===== config.mk =====
export PLATFORM = sky130hd
export DESIGN_NAME = cpsr_flag_ctrl
export DESIGN_NICKNAME = d
export VERILOG_FILES = /design/src/rtl/cpsr_flag_ctrl.sv
export SDC_FILE = /design/constraint.sdc
export NUM_CORES = 1
export LEC_CHECK = 0
export CORE_MARGIN = 4
export CORE_UTILIZATION = 39
export CTS_CLUSTER_DIAMETER = 150
export CTS_CLUSTER_SIZE = 30
export DETAILED_ROUTE_END_ITERATION = 7
export GPL_TIMING_DRIVEN = 0
export PLACE_DENSITY = 0.9
export SETUP_SLACK_MARGIN = 0.1
export SYNTH_ARGS = -nofsm -noshare
export SYNTH_HDL_FRONTEND = slang
export SYNTH_SLANG_ARGS = --single-unit
export TNS_END_PERCENT = 50

===== constraint.sdc =====
create_clock -name clk -period 3.25 [get_ports clk]
set_input_delay 0.65 -clock clk [delete_from_list [all_inputs] [get_ports clk]]
set_output_delay 0.65 -clock clk [all_outputs]
set_load 0.01 [all_outputs]

===== src/rtl/cpsr_flag_ctrl.sv =====
`default_nettype none
// ============================================================================
// cpsr_flag_ctrl : NZCV flag-write arbiter, CPSR initialiser and ARM
//                  condition evaluator with stall/forward across CPSR latency
// Revision: 1.0
// ============================================================================
module cpsr_flag_ctrl #(
  parameter logic FORWARD = 1'b1
) (
  input  logic       clk,
  input  logic       rst_n,
  input  logic       alu_req,
  input  logic [3:0] alu_flags,
  input  logic [3:0] alu_mask,
  output logic       alu_gnt,
  input  logic       sys_req,
  input  logic [3:0] sys_flags,
  output logic       sys_gnt,
  input  logic       cond_valid,
  input  logic [3:0] cond,
  output logic       cond_pass,
  output logic       stall,
  output logic       ready,
  output logic [3:0] cpsr_datain,
  output logic       cpsr_we,
  input  logic [3:0] cpsr_dataout
);

  localparam logic [1:0] c_ST_INIT      = 2'd0;
  localparam logic [1:0] c_ST_INIT_WAIT = 2'd1;
  localparam logic [1:0] c_ST_RUN       = 2'd2;

  logic [1:0] r_state;
  logic [3:0] r_flags_q;
  logic       r_pending;
  logic       r_cpsr_we;
  logic [3:0] r_cpsr_datain;

  logic       w_run;
  logic       w_hazard;
  logic       w_grant;
  logic [3:0] w_src;
  logic [3:0] w_merged;
  logic [3:0] w_new;
  logic       w_eval;
  logic       w_n;
  logic       w_z;
  logic       w_c;
  logic       w_v;

  // Gating with rst_n keeps grants and passes low while reset is held.
  assign w_run    = rst_n && (r_state == c_ST_RUN);
  assign w_hazard = !FORWARD && cond_valid && r_pending;

  assign sys_gnt  = w_run && !w_hazard && sys_req;
  assign alu_gnt  = w_run && !w_hazard && alu_req && !sys_req;
  assign w_grant  = sys_gnt || alu_gnt;

  assign w_merged = (alu_flags & alu_mask) | (r_flags_q & ~alu_mask);
  assign w_new    = sys_gnt ? sys_flags : w_merged;

  assign w_src = FORWARD ? r_flags_q : cpsr_dataout;
  assign w_n   = w_src[3];
  assign w_z   = w_src[2];
  assign w_c   = w_src[1];
  assign w_v   = w_src[0];

  always_comb begin
    w_eval = 1'b0;
    case (cond)
      4'b0000: w_eval = w_z;
      4'b0001: w_eval = !w_z;
      4'b0010: w_eval = w_c;
      4'b0011: w_eval = !w_c;
      4'b0100: w_eval = w_n;
      4'b0101: w_eval = !w_n;
      4'b0110: w_eval = w_v;
      4'b0111: w_eval = !w_v;
      4'b1000: w_eval = w_c && !w_z;
      4'b1001: w_eval = !w_c || w_z;
      4'b1010: w_eval = (w_n == w_v);
      4'b1011: w_eval = (w_n != w_v);
      4'b1100: w_eval = !w_z && (w_n == w_v);
      4'b1101: w_eval = w_z || (w_n != w_v);
      4'b1110: w_eval = 1'b1;
      default: w_eval = 1'b0;
    endcase
  end

  assign cond_pass   = w_run && cond_valid && !w_hazard && w_eval;
  assign stall       = !w_run || w_hazard;
  assign ready       = w_run;
  assign cpsr_we     = r_cpsr_we;
  assign cpsr_datain = r_cpsr_datain;

  always_ff @(posedge clk) begin
    if (!rst_n) begin
      r_state       <= c_ST_INIT;
      r_flags_q     <= 4'b0000;
      r_pending     <= 1'b0;
      r_cpsr_we     <= 1'b0;
      r_cpsr_datain <= 4'b0000;
    end else begin
      r_cpsr_we <= 1'b0;
      r_pending <= 1'b0;
      case (r_state)
        c_ST_INIT: begin
          // CPSR storage has no reset, so clear it through its write port.
          r_cpsr_we     <= 1'b1;
          r_cpsr_datain <= 4'b0000;
          r_flags_q     <= 4'b0000;
          r_state       <= c_ST_INIT_WAIT;
        end
        c_ST_INIT_WAIT: begin
          r_state <= c_ST_RUN;
        end
        c_ST_RUN: begin
          if (w_grant) begin
            r_flags_q     <= w_new;
            r_cpsr_datain <= w_new;
            r_cpsr_we     <= 1'b1;
            r_pending     <= 1'b1;
          end
        end
        default: begin
          r_state <= c_ST_INIT;
        end
      endcase
    end
  end

endmodule
`default_nettype wire


==> out/metrics.yaml <==
worst_setup_path:
  cp.arrival_ps: 2270
  worst_setup_path_start_kind: "input pin"
  critical_path.endpoint_type: "output port"
  worst-path-max-fanout: 7
  required_ps: 2600
  crit_start: "rst_n"
  path_class: "input pin to output port"
  r2r-start: "r_state[0]$_SDFFE_PN0P_"
timing:
  rsz0062_at_grt: "no"
  tns_ps: 0
  timing.fmax_mhz: 343
  setup_ws_ps: 332
  drv_slew: 0
  setup_viol: 0
  tightest_slew_ps: 278
  finClkSkew_ps: 0.655
  timing.final.crit_share_pct: 89.8
  worst_hold_slack_ps: 507
  min_period_ps: 2920
  relSlewSlack_pct: 81.2
  finalHoldViolCount: 0
synthesis:
  syn_nets: 99
  synth_edf_count: 0
  synth.distinct_cells: 31
  synth_top_area_cell: "dfxtp_1"
  synth_area_leaders: "dfxtp_1, mux2i_1, nand2b_1, nor2b_1, a22oi_1"
  syn_inst: 74
  synth.cell_area_um2: 583
  ys_warn_count: 0
  synth_seq_cells: 7
  synthMostInstantiatedCell: "nand2_1"
  synth_flop_cell: "dfxtp_1"
  netlist.area_leader.share_pct: 24.0
  syn_area_per_cell_um2: 7.88
  yosysSeqAreaShare_pct: 24.0
  async_flop_share_pct: 0
  synth_common_cells: "nand2_1, dfxtp_1, mux2i_1"
die:
  coreArea_um2: 1350
  io_pins: 35
  die_w_um: 46.7
  die_y_um: 46.7
  rows: 13
  dieArea_um2: 2180
  initial_core_util_pct: 43.2
global_routing:
  antenna_found_initial: 0
  grt-ovfl-total: 0
  grt_pass1_wl_um: 2630
  grt_pass1_vias: 667
  grt_use_total_pct: 16.5
  grt_max_degree: 11
route:
  via_per_inst: 5.37
  vias: 661
  firstDrtPassIters: 4
  drt-total-wl_um: 1580
  drc_errors: 0
  wl_per_cell_um: 12.9
  ant_nets: 0
  drtIter0Drc: 18
pwr:
  ir_drop_mv: 0.315
  power.leakage_uw: 0.000362
  p_per_area_nw_per_um2: 299
job:
  cap_violations: 0
clock_tree:
  clockBufferDepth: 2
  cts.sinks: 7
  clk_latency_ps: 240
  cts_tree: "built"
  cts_buffers: 3
  cts.clk_slew.worst_paths_ps: 50
  ctsHoldBuffers: 0
  cts-root-buf: "clkbuf_4"
  cts.htree.levels: 1
hold_path:
  min_from: "r_state[1]$_SDFFE_PN0P_"
  hp-class: "flop to flop"
final_layout:
  drive_gt1_share_pct: 9.26
  fin_util_pct: 68.4
  nets: 134
  antennaDiodeCount: 0
  fillers: 117
  final_cells: 123
  syn2layout_area_growth_pct: 58.4
outcome:
  status: "completed"
place:
  dp.cells: 117
  gp_congestion: 0.824
  pre_cts_ws_ps: 29.4
  port_buffers: 28
  place_hpwl_um: 1210
power by group:
group | total [µW] | switching [µW] | internal, µW
registers | 103 | 8.44 | 94.1
clock network | 76.1 | 29.4 | 46.7
logic | 97.5 | 43.0 | 54.5
flip-flops by register name, indices dropped and copies added, names as in the netlist:
register     flops
cpsr_datain      4
cpsr_we          1
r_state          2
per-stage QoR:
step | instance area (µm²) | total power [µW]
2_1_floorplan | 583 | 148
3_3_place_gp | 882 | 194
3_5_place_dp | 882 | 196
4_1_cts | 921 | 277
5_1_grt | 923 | 292
6_report | 923 | 276
cell families (layout without fill, tap and decap cells):
group	after synthesis	count (layout)	share of synthesized area, %
and+or+nand+nor	34	34	32.6
DFF	7	7	24.0
buffers and inverters	5	39	6.01
AOI/OAI and AO/OA	19	19	22.3
muxes	7	7	12.0
xor gates and xnor gates	2	2	3.00
cells in the final DEF, fill, tap and decap left out, types with 2 or more instances in the layout:
cell / Yosys / final
a22oi_1: 4 / 4
dlygate4sd2_1: 0 / 2
and2_1: 2 / 2
nand3_1: 2 / 2
mux2i_1: 7 / 7
nand4_1: 2 / 2
clkbuf_4: 0 / 3
nor2_1: 4 / 4
nand2_1: 8 / 8
clkdlybuf4s50_1: 0 / 25
nand2b_1: 5 / 5
dfxtp_1: 7 / 7
buf_4: 0 / 2
a21o_1: 2 / 2
buf_6: 2 / 2
inv_1: 2 / 2
o21ai_0: 5 / 5
nor2b_1: 5 / 5
area by class of cell:
cell class	count	area [µm²]	area share (%)
buffer	3	27.5	2.98
clock buffer	4	26.3	2.85
inverter	2	7.51	0.813
multi-input combinational	62	408	44.2
sequential	7	140	15.2
tap	15	18.8	2.03
timing repair buffer	30	295	32.0
routing by layer:
metal / track usage (%) / vias up / share of wire (%)
met5: 0 / - / 0
met4: 1.66 / 0 / 0
met3: 3.52 / 0 / 6.7
met2: 31.0 / 26 / 50
met1: 19.5 / 298 / 44
li1: - / 337 / -
worst max-delay path, stage by stage:
cell and delay, ps:
dlygate4sd2_1 300, nand2b_1 160, nor2_4 190, and3_1 190, o31a_1 140, a311o_1 110
clkdlybuf4s50_1 530
final timing paths:
kind                                       to  slack [ps]  cells after the start
setup / recovery                    cond_pass         330                      7
hold / removal        r_state[0]$_SDFFE_PN0P_         510                      1
setup reg to reg  cpsr_datain[3]$_SDFFE_PN0P_        2040                      5
hold reg to reg       r_state[0]$_SDFFE_PN0P_         510                      1
what timing repair did:
| item | CTS | global route |
|---|---|---|
| buffers inserted | 2 | 0 |
| endpoints found under the hold margin | 0 | 0 |
| endpoints found under the setup margin | 1 | 1 |
| pin swaps | 1 | 0 |
| gates resized for setup | 2 | 1 |
Note: power is estimated with default switching activity, not from simulation.
